## src/rtl/offload_stream_sink.sv

```systemverilog
`default_nettype none
// =============================================================================
// offload_stream_sink : FIFO-buffered stream consumer, stall-pattern drain, data check
// Revision: 1.0
// =============================================================================
module offload_stream_sink #(
  parameter int WIDTH = 32,
  parameter int DEPTH = 4,
  parameter int CNT_W = 16
) (
  input  logic             clk,
  input  logic             reset,
  output logic             io_in_ready,
  input  logic             io_in_valid,
  input  logic [WIDTH-1:0] io_in_bits,
  input  logic             cfg_start,
  input  logic [CNT_W-1:0] cfg_count,
  input  logic [WIDTH-1:0] cfg_expect,
  input  logic [7:0]       cfg_stall_mask,
  output logic             busy,
  output logic             done,
  output logic [CNT_W-1:0] sink_count,
  output logic [CNT_W-1:0] err_count,
  output logic [CNT_W-1:0] first_err_idx,
  output logic [WIDTH-1:0] first_err_data,
  output logic             err_valid
);

  localparam int c_ADDR_W = (DEPTH > 1) ? $clog2(DEPTH) : 1;
  localparam int c_OCC_W  = $clog2(DEPTH + 1);
  localparam logic [c_OCC_W-1:0] c_FULL = c_OCC_W'(DEPTH);

  typedef enum logic [1:0] {
    S_IDLE = 2'd0,
    S_RUN  = 2'd1,
    S_DONE = 2'd2
  } state_t;

  state_t               state_q, state_d;
  logic [CNT_W-1:0]     cnt_q, cnt_d;
  logic [WIDTH-1:0]     exp_q, exp_d;
  logic [7:0]           mask_q, mask_d;
  logic [CNT_W-1:0]     acc_q, acc_d;
  logic [CNT_W-1:0]     sink_q, sink_d;
  logic [CNT_W-1:0]     err_q, err_d;
  logic [CNT_W-1:0]     eidx_q, eidx_d;
  logic [WIDTH-1:0]     edata_q, edata_d;
  logic                 ev_q, ev_d;
  logic [2:0]           ptr_q, ptr_d;

  logic [WIDTH-1:0]     mem_q [DEPTH];
  logic [c_ADDR_W-1:0]  wr_ptr_q, rd_ptr_q;
  logic [c_OCC_W-1:0]   occ_q;

  logic                 w_full, w_push, w_pop;
  logic [WIDTH-1:0]     w_rd_data;

  // Full comes from registered occupancy only, so a same-cycle pop never frees a slot for a push.
  assign w_full      = (occ_q == c_FULL);
  assign io_in_ready = (state_q == S_RUN) && !w_full && (acc_q < cnt_q);
  assign w_push      = io_in_valid && io_in_ready;
  assign w_pop       = (state_q == S_RUN) && (occ_q != '0) && !mask_q[ptr_q];
  assign w_rd_data   = mem_q[rd_ptr_q];

  always_comb begin
    state_d = state_q;
    cnt_d   = cnt_q;
    exp_d   = exp_q;
    mask_d  = mask_q;
    acc_d   = acc_q;
    sink_d  = sink_q;
    err_d   = err_q;
    eidx_d  = eidx_q;
    edata_d = edata_q;
    ev_d    = ev_q;
    ptr_d   = ptr_q;
    case (state_q)
      S_IDLE, S_DONE: begin
        if (cfg_start) begin
          state_d = S_RUN;
          cnt_d   = cfg_count;
          exp_d   = cfg_expect;
          mask_d  = cfg_stall_mask;
          acc_d   = '0;
          sink_d  = '0;
          err_d   = '0;
          eidx_d  = '0;
          edata_d = '0;
          ev_d    = 1'b0;
          ptr_d   = '0;
        end
      end
      S_RUN: begin
        ptr_d = ptr_q + 3'd1;
        if (w_push) acc_d = acc_q + CNT_W'(1);
        if (w_pop) begin
          sink_d = sink_q + CNT_W'(1);
          if (w_rd_data != exp_q) begin
            if (err_q != '1) err_d = err_q + CNT_W'(1);
            if (!ev_q) begin
              ev_d    = 1'b1;
              eidx_d  = sink_q;
              edata_d = w_rd_data;
            end
          end
        end
        if (sink_q == cnt_q) state_d = S_DONE;
      end
      default: state_d = S_IDLE;
    endcase
  end

  always_ff @(posedge clk) begin
    if (reset) begin
      state_q <= S_IDLE;
      cnt_q   <= '0;
      exp_q   <= '0;
      mask_q  <= '0;
      acc_q   <= '0;
      sink_q  <= '0;
      err_q   <= '0;
      eidx_q  <= '0;
      edata_q <= '0;
      ev_q    <= 1'b0;
      ptr_q   <= '0;
    end else begin
      state_q <= state_d;
      cnt_q   <= cnt_d;
      exp_q   <= exp_d;
      mask_q  <= mask_d;
      acc_q   <= acc_d;
      sink_q  <= sink_d;
      err_q   <= err_d;
      eidx_q  <= eidx_d;
      edata_q <= edata_d;
      ev_q    <= ev_d;
      ptr_q   <= ptr_d;
    end
  end

  always_ff @(posedge clk) begin
    if (reset) begin
      wr_ptr_q <= '0;
      rd_ptr_q <= '0;
      occ_q    <= '0;
    end else begin
      if (w_push) wr_ptr_q <= wr_ptr_q + c_ADDR_W'(1);
      if (w_pop)  rd_ptr_q <= rd_ptr_q + c_ADDR_W'(1);
      if (w_push && !w_pop)      occ_q <= occ_q + c_OCC_W'(1);
      else if (w_pop && !w_push) occ_q <= occ_q - c_OCC_W'(1);
    end
  end

  always_ff @(posedge clk) begin
    if (w_push) mem_q[wr_ptr_q] <= io_in_bits;
  end

  assign busy           = (state_q == S_RUN);
  assign done           = (state_q == S_DONE);
  assign sink_count     = sink_q;
  assign err_count      = err_q;
  assign first_err_idx  = eidx_q;
  assign first_err_data = edata_q;
  assign err_valid      = ev_q;

endmodule
`default_nettype wire

```

## config.mk

```make
export PLATFORM = sky130hd
export DESIGN_NAME = offload_stream_sink
export DESIGN_NICKNAME = d
export VERILOG_FILES = /design/src/rtl/offload_stream_sink.sv
export SDC_FILE = /design/constraint.sdc
export NUM_CORES = 1
export LEC_CHECK = 0
export ABC_AREA = 0
export BUFFER_PORTS_ARGS = -buffer_cell sky130_fd_sc_hd__buf_2
export CORE_MARGIN = 4
export CORE_UTILIZATION = 52
export DETAILED_ROUTE_END_ITERATION = 10
export PLACE_DENSITY_LB_ADDON = 0.2
export REMOVE_ABC_BUFFERS = 1
export SETUP_SLACK_MARGIN = 0.3
export SYNTH_ARGS = -nofsm -noshare
export SYNTH_HDL_FRONTEND = slang
export SYNTH_SLANG_ARGS = --single-unit
```

## constraint.sdc

```tcl
create_clock -name clk -period 3.7 [get_ports clk]
set_clock_uncertainty 0.1 [all_clocks]
set_input_delay 0.74 -clock clk [delete_from_list [all_inputs] [get_ports clk]]
set_output_delay 0.74 -clock clk [all_outputs]
set_load 0.005 [all_outputs]
```

======== After elaboration in Yosys (flattened, before gate mapping) ========
Memory sizes are Yosys's and may differ from the RTL's. A register that Yosys moved wholly into a read port is not among the register bits.
Index checks and enable logic that the tools add are counted.
storage, ports and cells
  register bits ........................... 165
  memories kept ........................... 1
  input port bits ......................... 92
  memory bits (writable) .................. 128
operators by class
  add/sub/neg operators ................... 8
  magnitude comparators ................... 2
  reduce and logical (&&, ||, !) cells .... 24
  equal/unequal tests ..................... 13
  muxes and demuxes ....................... 35
memories
  memory  words  width  rd ports  clocked after Yosys merged registers in  wr ports  RTL line  text
  mem_q   4      32     1         1                                        1         51        logic [WIDTH-1:0] mem_q [DEPTH];
operator list
  kind                                                                     count
  16-bit two-way mux                                                       9
  32-bit two-way mux                                                       4
  16-bit case mux with 2 select lines                                      4
  32-bit case mux with 2 select lines                                      1
  16-bit by 1-bit adder with 16-bit output, second input constant          3
  32-bit inequality test                                                   1
  16-bit == test                                                           1
  16-bit < comparator                                                      1
  16-bit inequality test, second input constant                            1
  2-bit by 1-bit inequality test with 1-bit output, second input constant  5
  5-bit AND reduction                                                      2
  3-bit two-way mux                                                        3
  2-bit two-way mux                                                        4
  1-bit logical AND                                                        7
  3-bit by 1-bit adder with 3-bit output, second input constant            2
  1-bit two-way mux                                                        6
  3-bit case mux with 2 select lines                                       1
  2-bit AND reduction                                                      3
  3-bit AND reduction                                                      2
  2-bit by 1-bit adder with 2-bit output, second input constant            2
  1-bit zero test                                                          4
  3-bit by 4-bit < comparator with 1-bit output, second input constant     1
  2-bit inequality test, second input constant                             2
  2-bit case mux with 2 select lines                                       1
  other kinds (11)                                                         12

======== Depth between registers and ports, before layout ========
Gate-level depths: netlist of run 1.
  word-level depth ........................ 9
  depth in mapped cells ................... 15

======== Worst setup path after synthesis of run 1 ========
OpenSTA, ideal clock, no wires.
  path type ............................... reg2reg
  from .................................... reg cnt_q[13]
  to ...................................... reg occ_q[2]
  arrival time ............................ 3.327 ns
  slack ................................... 0.203 ns
  cell stages (with the launch flop) ...... 16
  required time ........................... 3.530 ns
  cell sequence ........................... dfxtp_1 inv_1 ha_1 a21o_1 a21o_1 a2111oi_0 and2_1 o21ai_0 inv_1 clkbuf_1 ha_1 inv_1 fa_1 xor2_1 or3_1 a21oi_1
between the ends
  longest elaborated chain between the ends .. 6
  elaborated cells on any way between the ends .. 8
  those cells by class .................... order compare (1); mux (1); reduce/logical (6)
ends and longest elaborated chain
  what                                 RTL line  text
  start, declared                      40        logic [CNT_W-1:0] cnt_q, cnt_d;
  start signal, assigned               128       cnt_q <= cnt_d;
  16-bit < comparator *                60        assign io_in_ready = (state_q == S_RUN) && !w_full && (acc_q < cnt_q);
  1-bit logical AND *                  60
  1-bit logical AND *                  61        assign w_push = io_in_valid && io_in_ready;
  named net w_push                     55        logic w_full, w_push, w_pop;
  1-bit zero test                      150       else if (w_pop && !w_push) occ_q <= occ_q - c_OCC_W'(1);
  1-bit logical AND                    150
  2-bit nonzero test (no source line)  n/a
  end signal, assigned                 149       if (w_push && !w_pop) occ_q <= occ_q + c_OCC_W'(1);
  end signal, assigned                 150
  end, declared                        53        logic [c_OCC_W-1:0] occ_q;
Mark *: on every way through the listed nets, which the timed path passes. The rest lies on a longest branch.
A chain may end at the register's enable or synchronous reset.

======== Worst setup path in the final report of run 1 ========
  from .................................... reg cnt_q[13]
  to ...................................... reg occ_q[2]
between the ends
  longest elaborated chain between the ends .. 6
  elaborated cells on any way between the ends .. 8
  those cells by class .................... order compare (1); mux (1); reduce/logical (6)
ends and longest elaborated chain
  what                                 RTL line
  16-bit < comparator *                60
  1-bit logical AND *                  60
  1-bit logical AND *                  61
  1-bit zero test                      150
  1-bit logical AND                    150
  2-bit nonzero test (no source line)  n/a
Every way passes the cells marked *; elsewhere a longest branch is shown, timed or not.

==> results of run 1 <==
[how the worst max path moves through the flow]
| stage | endpoint | slack (ns) | depth (start not counted) |
|---|---|---|---|
| after floorplan | first_err_data[0]$_SDFFE_PP0P_ | -0.53 | 7 |
| after global placement | err_count[11]$_SDFFE_PP0P_ | 0.38 | 9 |
| after detailed placement | err_count[11]$_SDFFE_PP0P_ | 0.35 | 9 |
| after CTS | occ_q[2]$_SDFFE_PP0P_ | 0.31 | 14 |
| after global routing | occ_q[2]$_SDFFE_PP0P_ | 0.23 | 14 |
| final | occ_q[2]$_SDFFE_PP0P_ | 0.44 | 14 |
[synth_stat cells, drive strengths merged (29+ instances only)]
| library cell | number |
|---|---|
| mux4 | 29 |
| a22o | 31 |
| xor2 | 35 |
| nand4 | 35 |
| edfxtp | 128 |
| clkbuf | 37 |
| dfxtp | 167 |
| nand2 | 151 |
| a21oi | 97 |
| nor2 | 41 |
[registers in the layout, summed over array words and instances (netlist names), named ones only]
signal,flops
first_err_idx,16
state_q,2
occ_q,3
mem_q,128
first_err_data,32
sink_count,16
err_count,16
err_valid,1
cnt_q,16
wr_ptr_q,2
rd_ptr_q,2
acc_q,16
mask_q,8
exp_q,32
ptr_q,3
[cell type report]
type	instances	share of cell area, %
multi-input cells	692	33.2
flip-flops and latches	295	48.6
inverters	30	0.761
diodes	1	0.0169
clock buffers	47	6.11
clock inverters	8	0.778
repair buffers	203	7.89
well taps	319	2.70
[per-layer routing]
metal  up-vias  global-route usage, %
li1       4313                      -
met1      4315                   31.3
met2       324                   37.0
met3        53                   3.66
met4         4                   5.68
met5         -                      0
[placed cells by master (no fill, tap or decap), types with 12 or more instances in the layout]
| master | netlist | layout |
|---|---|---|
| a21oi_1 | 95 | 95 |
| a22o_1 | 31 | 31 |
| and3_1 | 15 | 15 |
| buf_2 | 4 | 174 |
| buf_4 | 5 | 22 |
| clkbuf_16 | 0 | 30 |
| dfxtp_1 | 167 | 165 |
| edfxtp_1 | 128 | 128 |
| ha_1 | 24 | 24 |
| inv_1 | 28 | 28 |
| mux2i_1 | 28 | 28 |
| mux4_2 | 26 | 26 |
| nand2_1 | 151 | 151 |
| nand3_1 | 24 | 24 |
| nand4_1 | 34 | 34 |
| nor2_1 | 41 | 41 |
| o21ai_0 | 28 | 27 |
| or3_1 | 12 | 12 |
| xnor2_1 | 25 | 25 |
| xor2_1 | 35 | 35 |
[kinds of logic after synthesis]
| group | count (synthesis) |
|---|---|
| and+or+nand+nor | 332 |
| DFF | 295 |
| AOI/OAI and AO/OA | 215 |
| buffers and inverters | 95 |
| xor gates and xnor gates | 60 |
| muxes | 60 |
| adders and majority gates | 25 |
[stage by stage]
step	hold WS, ns	utilization, %	power [µW]
after global routing	0.276	62.7	7800
after detailed placement	0.346	58.2	4530
final	0.289	62.7	7510
after floorplan	0.327	-	4170
after global placement	0.342	58.2	4510
after CTS	0.272	62.6	7560
[report_power, final]
group,switching [µW],internal (µW),leakage (µW)
Sequential,101,3520,0.00251
Clock,1230,1810,0.000503
Combinational,480,368,0.00268
Total,1810,5700,0.00570
[worst reg2reg max path: stages, from the launching register on]
cell and delay [ns]:
dfxtp_1 0.36, inv_1 0.06, ha_1 0.31, a21o_1 0.17
a21o_1 0.20, a2111oi_4 0.36, and2_4 0.21, o21ai_1 0.08
inv_1 0.09, ha_1 0.18, inv_1 0.06, fa_1 0.39
xor2_1 0.18, or3_1 0.30, a21oi_1 0.15
==> results by group, run 1 <==
Outcome
  – Status: completed

Clock network
  – Hold buffer count at cts: 0
  – Clock Sinks: 295
  – Post_cts resized: 0
  – Num CTS Buffers: 30
  – H-tree depth: 1
  – Clock tree buffer depth: 3
  – Root buffer cell: clkbuf_16
  – Clk slew on worst S/H paths: 0.06 ns
  – Postcts setup bufs: 0
  – TritonCTS clock tree: built
  – Worst-Skew Late Latency: 0.56 ns

Layout
  – Final nets: 1369
  – Post-route insts no fill: 1595
  – Storage cell area: 7190 µm²
  – Fillers: 1897
  – Layout area overhead: 18.0%
  – Fin area: 14800 µm²
  – Area of the multi-input gates: 4910 µm²
  – Ratio of cells with drive above 1 in the final layout: 23.5%

STA
  – Min Tclk post-route: 3.26 ns
  – Final period util: 88.2%
  – Number of max-slew violations in the final report: 0
  – Tightest Pin Transition: 0.999 ns
  – Setup TNS: 0 ns
  – Max Clock Freq: 0.306 GHz
  – Unrepaired setup endpoints after global routing: true
  – Rel. slew slack: 33.1%
  – Final setup viols: 0
  – Final hold violations: 0
  – Final worst slack: 0.436 ns

Min path
  – Min-Delay Path Class: in2reg
  – Hold path depth: 1
  – HP Start: io_in_bits[9]
  – Hold endpoint: mem_q[3][9]$_DFFE_PP_

Yosys
  – Synth Area in XOR/XNOR: 4.19%
  – Synth Warn #: 0
  – Post-synth EDFFs: 128
  – Async S/R FF share, synth: 0%
  – Post-synthesis compound-gate area fraction: 11.3%
  – Simple-gate share of the synthesized area: 13.0%
  – Synthesized instance count: 1082
  – Synth Register Bits: 295
  – Mapped Area: 12500 µm²
  – Yosys top cell by area: edfxtp_1
  – Sequential share of the synthesized area: 57.3%
  – Predominant post-synthesis flop cell: dfxtp_1
  – Synthesized area per cell: 11.6 µm²
  – Main combinational cell family by area after synthesis: simple AND/OR/NAND/NOR gates
  – Post-synthesis cell type count: 65
  – Top-area cell type share of the netlist area: 30.6%
  – Synth Area in Adders: 2.55%
  – Mux cell area share after synthesis: 7.80%
  – Synth area leaders: edfxtp_1, dfxtp_1, mux4_2

Worst setup path
  – Kind of end point of the critical path: flop
  – Cell mode on critical path: inv_1
  – CP delay by family, top: compound AO/OA/AOI/OAI gates
  – Critical Path AT: 3.64 ns
  – Worst EP required: 4.08 ns
  – R2r startpoint: cnt_q[13]$_SDFFE_PP0P_
  – Crit-path cells: inv_1 > ha_1 > a21o_1 > a21o_1 > a2111oi_4 > and2_4 > o21ai_1 > inv_1 > ha_1 > inv_1 > fa_1 > xor2_1 > or3_1 > a21oi_1
  – Bufs and invs on worst path: 3
  – Highest cell delay on the worst timing path: 0.39 ns
  – CP Launch Point: cnt_q[13]$_SDFFE_PP0P_
  – Startpoint types: flop
  – Setup CP Type: reg2reg
  – Max FO, Critical Path: 3
  – R2R Path End: occ_q[2]$_SDFFE_PP0P_
  – Slowest stage cell, crit path: fa_1
  – Reg-to-reg slack, setup: 0.44 ns
  – Depth of the most critical reg-to-reg path: 14

Detailed routing
  – Met1 Wirelength: 12900 µm
  – Met3 WL: 2240 µm
  – Met2 WL: 14400 µm
  – Detailed-route DRC error count: 0
  – Via count: 9009
  – Wire per inst: 19.0 µm
  – Vias per inst: 5.65
  – Drt pass-1 iters: 5
  – Top sig layer: met5
  – DRT antenna net count: 0
  – WL final: 30300 µm
  – 1st-iter DRT viols: 740

Global route
  – Initial antenna violation count: 3
  – First-pass GRT wire length: 47900 µm
  – Tot GR Track Use: 22.4%
  – Overflow after GRT: 0
  – Largest net degree at the start of global routing: 76
  – Vias in the first global route: 8777

Floorplan
  – Core area: 23600 µm²
  – # IOs: 176
  – Initial Util: 53.1%
  – Die Span X: 163 µm
  – Die Area: 26700 µm²
  – Rows: 56
  – Die height: 163 µm

Power and ir drop
  – Leakage: 0.00570 µW
  – Max VDD drop: 521 µV
  – PD cells: 507 nW/µm²

Placed design
  – RD Place Congestion: 0.809
  – Dpl ws: 0.351 ns
  – HPWL Detailed: 20100 µm
  – Placed Cells: 1539
  – I/O Buffers: 175
  – DP Area: 13800 µm²

Job
  – MaxCap Viol Count: 0
No activity file was read; power rests on OpenSTA's default activity.
==> run 2: changes to the inputs <==
--- a/config.mk
+++ b/config.mk
@@ -11,5 +11,5 @@
 export CORE_UTILIZATION = 52
 export DETAILED_ROUTE_END_ITERATION = 10
-export PLACE_DENSITY_LB_ADDON = 0.2
+export PLACE_DENSITY = 0.76
 export REMOVE_ABC_BUFFERS = 1
 export SETUP_SLACK_MARGIN = 0.3
==> constraint.sdc (replaced) <==
create_clock -name clk -period 3.7 [get_ports clk]
set_clock_uncertainty 0.1 [all_clocks]
set_input_delay 0.555 -clock clk [delete_from_list [all_inputs] [get_ports clk]]
set_output_delay 0.555 -clock clk [all_outputs]
set_load 0.005 [all_outputs]
==> run 2 against run 1 <==
Against the previous run: sequential power barely moved; first-iteration DRC count up 26%; die area stayed put; fmax up 0.98%; global-route usage fell by 0.32 points; combinational power barely moved; largest cell class unchanged; highest routed layer unchanged.
==> results by group, run 2 (synthesis results as in run 1) <==
Layout
  – Fin area: 14800 µm² (+0.11%)
  – Max reg flops: 128 (unchanged)
  – Layout area overhead: 18.1%
  – Storage cell area: 7190 µm² (unchanged)
  – Commonest non-fill, non-tap cell in the layout: buf_2
  – Final nets: 1367 (-0.15%)
  – Largest Register: mem_q
  – Post-route insts no fill: 1593 (-0.13%)
  – Fillers: 1845 (-2.7%)
  – Area of the multi-input gates: 4910 µm² (unchanged)
  – Most frequent cells in the layout: buf_2, dfxtp_1, nand2_1
  – Ratio of cells with drive above 1 in the final layout: 23.3% (-0.18 points)

Worst setup path
  – Critical Path AT: 3.61 ns (-0.03 ns)
  – Setup CP Type: reg2reg
  – Kind of end point of the critical path: flop
  – Max FO, Critical Path: 3 (unchanged)
  – R2R Path End: occ_q[2]$_SDFFE_PP0P_
  – Reg-to-reg slack, setup: 0.47 ns (+0.03 ns)
  – Depth of the most critical reg-to-reg path: 14 (unchanged)
  – Worst EP required: 4.07 ns (about the same)
  – Worst path depth: 14 (unchanged)
  – Cell mode on critical path: inv_1
  – Startpoint types: flop
  – Highest cell delay on the worst timing path: 0.37 ns (-0.02 ns)
  – Bufs and invs on worst path: 3 (unchanged)
  – CP delay by family, top: compound AO/OA/AOI/OAI gates
  – CP Launch Point: cnt_q[13]$_SDFFE_PP0P_
  – Slowest stage cell, crit path: dfxtp_1
  – R2r startpoint: cnt_q[13]$_SDFFE_PP0P_
  – Critical Path End: occ_q[2]$_SDFFE_PP0P_
  – Crit-path cells: inv_1 > ha_1 > a21o_1 > a21o_1 > a2111oi_4 > and2_4 > o21ai_1 > inv_1 > ha_1 > inv_1 > fa_1 > xor2_1 > or3_1 > a21oi_1

Power and ir drop
  – Pint: 5730 µW (+0.46%)
  – Gate power share: 11.3% (about the same)
  – Clock network power share: 40.9% (+0.4 points)
  – Register share of total power: 47.9% (-0.3 points)
  – Sw Ratio: 24.2% (+0.13 points)
  – Leakage: 0.00569 µW (-0.17%)
  – Max VDD drop: 436 µV (-16%)
  – NetSw: 1830 µW (+1.2%)
  – PD cells: 510 nW/µm² (+0.52%)

Global route
  – First-pass GRT wire length: 47300 µm (-1.2%)
  – Overflow after GRT: 0 (unchanged)
  – Largest net degree at the start of global routing: 76 (unchanged)
  – Vias in the first global route: 8814 (+0.42%)
  – Initial antenna violation count: 3 (unchanged)
  – Tot GR Track Use: 22.1% (-0.32 points)

Detailed routing
  – Via count: 9083 (+0.82%)
  – 1st-iter DRT viols: 933 (+26%)
  – Drt pass-1 iters: 8 (+3)
  – Vias per inst: 5.70 (+0.95%)
  – Detailed-route DRC error count: 0 (unchanged)
  – Wire per inst: 18.9 µm (-0.49%)
  – WL final: 30100 µm (-0.62%)
  – DRT antenna net count: 0 (unchanged)

Placed design
  – Placed Cells: 1537 (-0.13%)
  – I/O Buffers: 175 (unchanged)
  – DP Area: 13700 µm² (about the same)
  – HPWL Detailed: 19800 µm (-1.8%)
  – RD Place Congestion: 0.841 (+3.9%)

Clock network
  – TritonCTS clock tree: built
  – Clock Sinks: 295 (unchanged)
  – Clk slew on worst S/H paths: 0.06 ns (about the same)
  – H-tree depth: 1 (unchanged)
  – Hold buffer count at cts: 0 (unchanged)
  – Num CTS Buffers: 30 (unchanged)
  – Worst-Skew Late Latency: 0.57 ns (about the same)
  – Clock tree buffer depth: 3 (unchanged)
  – Postcts setup bufs: 0 (unchanged)
  – Root buffer cell: clkbuf_16

Min path
  – Min-Delay Path Class: in2reg

STA
  – Unrepaired setup endpoints after global routing: true
  – Final period util: 87.4% (-0.86 points)
  – Min Tclk post-route: 3.23 ns (-0.0316 ns)
  – Rel. slew slack: 40.0% (+6.8 points)
  – Final hold violations: 0 (unchanged)
  – Max Clock Freq: 0.309 GHz (+0.98%)
  – Final setup viols: 0 (unchanged)
  – Number of max-slew violations in the final report: 0 (unchanged)
  – Tightest Pin Transition: 0.897 ns (-0.102 ns)

Job
  – MaxCap Viol Count: 0 (unchanged)

Floorplan
  – Rows: 56 (unchanged)
  – Die Area: 26700 µm² (unchanged)
  – Die height: 163 µm (unchanged)
  – Die Span X: 163 µm (unchanged)
  – Core area: 23600 µm² (unchanged)
  – Initial Util: 53.1% (unchanged)
  – # IOs: 176 (unchanged)

Outcome
  – Status: completed
-- run 2: how the worst min path moves through the flow --
stage	startpoint	end	slack, ns	cells past startpoint
final	io_in_bits[29]	mem_q[1][29]$_DFFE_PP_	0.1	1
after global routing	io_in_bits[3]	mem_q[1][3]$_DFFE_PP_	0.07	1
after CTS	io_in_bits[29]	mem_q[3][29]$_DFFE_PP_	0.07	1
after detailed placement	exp_q[19]$_SDFFE_PP0P_	exp_q[19]$_SDFFE_PP0P_	0.35	2
after global placement	mask_q[5]$_SDFFE_PP0P_	mask_q[5]$_SDFFE_PP0P_	0.34	2
after floorplan	mask_q[4]$_SDFFE_PP0P_	mask_q[4]$_SDFFE_PP0P_	0.33	2
-- run 2: layer usage --
| metal | share of wire [%] | GRT usage (%) |
|---|---|---|
| met1 | 43 | 30.3 |
| met2 | 46 | 36.5 |
| met3 | 8.5 | 3.96 |
| met4 | 2.6 | 6.29 |
| met5 | 0.023 | 0 |
-- run 2: final cells by class --
type	instances	share of cell area [%]
Tap cell	319	2.69
Inverter	30	0.760
Timing Repair Buffer	201	7.86
Sequential cell	295	48.5
Multi-Input combinational cell	692	33.1
Clock buffer	39	5.78
Antenna cell	2	0.0338
Clock inverter	15	1.21
-- run 2: worst reg2reg max path: stages, from the launching register on --
cell and delay [ns]:
dfxtp_1 0.37, inv_1 0.06, ha_1 0.30, a21o_1 0.16, a21o_1 0.20, a2111oi_4 0.36
and2_4 0.20, o21ai_1 0.08, inv_1 0.08, ha_1 0.18, inv_1 0.06, fa_1 0.37
xor2_1 0.18, or3_1 0.32, a21oi_1 0.14
-- run 2: power groups by stage --
stage | combinational [µW] | sequential (µW) | clock, µW
after floorplan | 489 | 3680 | 0
after global placement | 823 | 3680 | 0
after detailed placement | 842 | 3690 | 0
after CTS | 849 | 3620 | 3150
after global routing | 930 | 3630 | 3290
final | 850 | 3620 | 3090
-- run 2: timing repair --
action,4_1_cts,5_1_grt
endpoints found under the setup margin,0,65
endpoints found under the hold margin,0,0
gates resized for setup,0,6
-- run 2: stage by stage --
stage / util, % / setup TNS, ns / setup slack (ns) / power, µW / hold slack (ns)
after CTS: 62.6 / 0 / 0.304 / 7610 / 0.0698
after floorplan: - / -51.42 / -0.535 / 4170 / 0.327
final: 62.7 / 0 / 0.468 / 7560 / 0.0960
after global placement: 58.2 / 0 / 0.435 / 4510 / 0.343
after global routing: 62.7 / 0 / 0.271 / 7860 / 0.0709
after detailed placement: 58.2 / 0 / 0.312 / 4530 / 0.349
==> run 3: changes to the inputs <==
Settings changed: GPL_TIMING_DRIVEN set to 0.
==> run 3 against run 2 <==
Against the previous run: worst setup slack worse by 0.067 ns; power increased by 3.4%; cell area up 1.8%; register-to-register slack got worse by 0.07 ns; clock-buffer cell count is 4 higher; routed wire length up 5.5%; first-iteration DRC count decreased by 22%; global-route usage rose by 1.4 points; critical path depth unchanged; sequential share of layout area down 0.82 points; die area unchanged; clock power grew 6.5%.
==> results by group, run 3 (synthesis results as in run 1) <==
Floorplan
  – Die Area: 26700 µm² (unchanged)
  – Die height: 163 µm (unchanged)
  – Rows: 56 (unchanged)
  – Die Span X: 163 µm (unchanged)
  – # IOs: 176 (unchanged)
  – Initial Util: 53.1% (unchanged)
  – Core area: 23600 µm² (unchanged)

Layout
  – Largest Register: mem_q
  – Area of the multi-input gates: 5010 µm² (+2.1%)
  – Fin area: 15100 µm² (+1.8%)
  – Storage cell area: 7200 µm² (about the same)
  – Max reg flops: 128 (unchanged)
  – Layout area overhead: 20.2%
  – Fillers: 1846 (+0.054%)
  – Ratio of cells with drive above 1 in the final layout: 24.7% (+1.5 points)
  – Commonest non-fill, non-tap cell in the layout: buf_2
  – Final nets: 1375 (+0.59%)
  – Antenna diodes: 0 (-2)
  – Most frequent cells in the layout: buf_2, dfxtp_1, nand2_1

Worst setup path
  – Critical Path AT: 3.68 ns (+0.07 ns)
  – R2r startpoint: cnt_q[13]$_SDFFE_PP0P_
  – Kind of end point of the critical path: flop
  – Worst EP required: 4.08 ns (about the same)
  – Startpoint types: flop
  – Setup CP Type: reg2reg
  – CP Launch Point: cnt_q[13]$_SDFFE_PP0P_
  – Max FO, Critical Path: 7 (+4)

Global route
  – Grt met1 use: 31.2% (+0.96 points)
  – Met2 Usage GRT: 40.0% (+3.5 points)
  – Vias in the first global route: 9363 (+6.2%)
  – Largest net degree at the start of global routing: 79 (+3.9%)
  – Tot GR Track Use: 23.5% (+1.4 points)
  – Most used routing layer: met2
  – Initial antenna violation count: 1 (-2)
  – First-pass GRT wire length: 50200 µm (+6.1%)
  – Overflow after GRT: 0 (unchanged)
  – Met3 usage: 4.67% (+0.71 points)

Outcome
  – Status: completed

Placed design
  – I/O Buffers: 175 (unchanged)
  – DP Area: 13700 µm² (-0.65%)
  – RD Place Congestion: 0.819 (-2.6%)
  – HPWL Detailed: 19600 µm (-0.66%)

STA
  – Rel. slew slack: 24.2% (-16 points)
  – Unrepaired setup endpoints after global routing: true
  – Min Tclk post-route: 3.30 ns (+0.0669 ns)
  – Number of max-slew violations in the final report: 0 (unchanged)
  – Tightest Pin Transition: 1.14 ns (+0.240 ns)
  – Max Clock Freq: 0.303 GHz (-2.0%)
  – Final period util: 89.2% (+1.8 points)
  – Final setup viols: 0 (unchanged)
  – Final hold violations: 0 (unchanged)

Clock network
  – Clk slew on worst S/H paths: 0.06 ns (about the same)
  – Num CTS Buffers: 30 (unchanged)
  – Clock Sinks: 295 (unchanged)
  – H-tree depth: 1 (unchanged)
  – TritonCTS clock tree: built
  – Clock tree buffer depth: 3 (unchanged)
  – Hold buffer count at cts: 0 (unchanged)
  – Worst-Skew Late Latency: 0.58 ns (about the same)
  – Root buffer cell: clkbuf_16

Detailed routing
  – Detailed-route DRC error count: 0 (unchanged)
  – DRT antenna net count: 0 (unchanged)
  – Drt pass-1 iters: 5 (-3)
  – 1st-iter DRT viols: 728 (-22%)
  – WL final: 31700 µm (+5.5%)
  – Via count: 9335 (+2.8%)
  – Vias per inst: 5.83 (+2.3%)
  – Wire per inst: 19.8 µm (+5.0%)

Min path
  – HP Start: io_in_bits[19]
  – Min-Delay Path Class: in2reg

Power and ir drop
  – Leakage: 0.00582 µW (+2.2%)
  – PD cells: 518 nW/µm² (+1.6%)
  – Tot Pwr: 7810 µW (+3.4%)
  – Max VDD drop: 428 µV (-2.0%)

Job
  – MaxCap Viol Count: 0 (unchanged)
[run 3: metal layers]
layer,up-vias,part of all wire (%)
met1,4556,42
met3,60,8.1
li1,4353,-
met2,364,48
met4,2,2.4
met5,-,0.025
[run 3: through the flow]
stage / hold slack, ns / TNS, ns / std cells / setup WS [ns] / utilization, %
3_5_place_dp: 0.351 / -27.73 / 1521 / -0.829 / 57.8
5_1_grt: 0.0774 / 0 / 1601 / 0.243 / 63.9
4_1_cts: 0.0635 / 0 / 1600 / 0.302 / 63.7
6_report: 0.0894 / 0 / 1601 / 0.401 / 63.9
2_1_floorplan: 0.327 / -51.42 / 1017 / -0.535 / -
3_3_place_gp: 0.343 / -467.13 / 1511 / -2.97 / 56.9
[run 3: cell type report]
class	count	share of cell area [%]
clock buffers	43	6.04
clock inverters	13	1.32
inverters	30	0.755
multi-input cells	696	33.2
flip-flops and latches	295	47.7
well taps	319	2.65
repair buffers	205	8.29
[run 3: critical path, cell delays in order (launching register included)]
cell       delay [ns]
dfxtp_2          0.37
inv_1            0.05
ha_1             0.30
a21o_1           0.17
a21o_1           0.20
a2111oi_4        0.36
and2_4           0.21
o21ai_4          0.09
inv_2            0.11
ha_2             0.19
inv_1            0.05
fa_1             0.37
xor2_1           0.18
or3_1            0.32
a21oi_1          0.14
[run 3: worst paths after layout]
path                                  to  slack [ns]  cells after the start
hold / removal    mem_q[0][19]$_DFFE_PP_        0.09                      1
hold reg to reg   mask_q[1]$_SDFFE_PP0P_        0.36                      2
setup / recovery   occ_q[2]$_SDFFE_PP0P_        0.40                     14
setup reg to reg   occ_q[2]$_SDFFE_PP0P_        0.40                     14
[run 3: report_power, final]
| group | internal (µW) | total, µW | switching, µW |
|---|---|---|---|
| clock | 2000 | 3290 | 1290 |
| sequential | 3520 | 3610 | 92.2 |
| combinational | 394 | 918 | 524 |
[run 3: repair_timing]
| action | CTS | global route |
|---|---|---|
| endpoints found under the setup margin | 99 | 49 |
| pin swaps | 6 | 1 |
| cloned | 4 | 0 |
| buffers inserted | 19 | 1 |
| gates resized for setup | 14 | 7 |
| hold endpoints to repair | 0 | 0 |
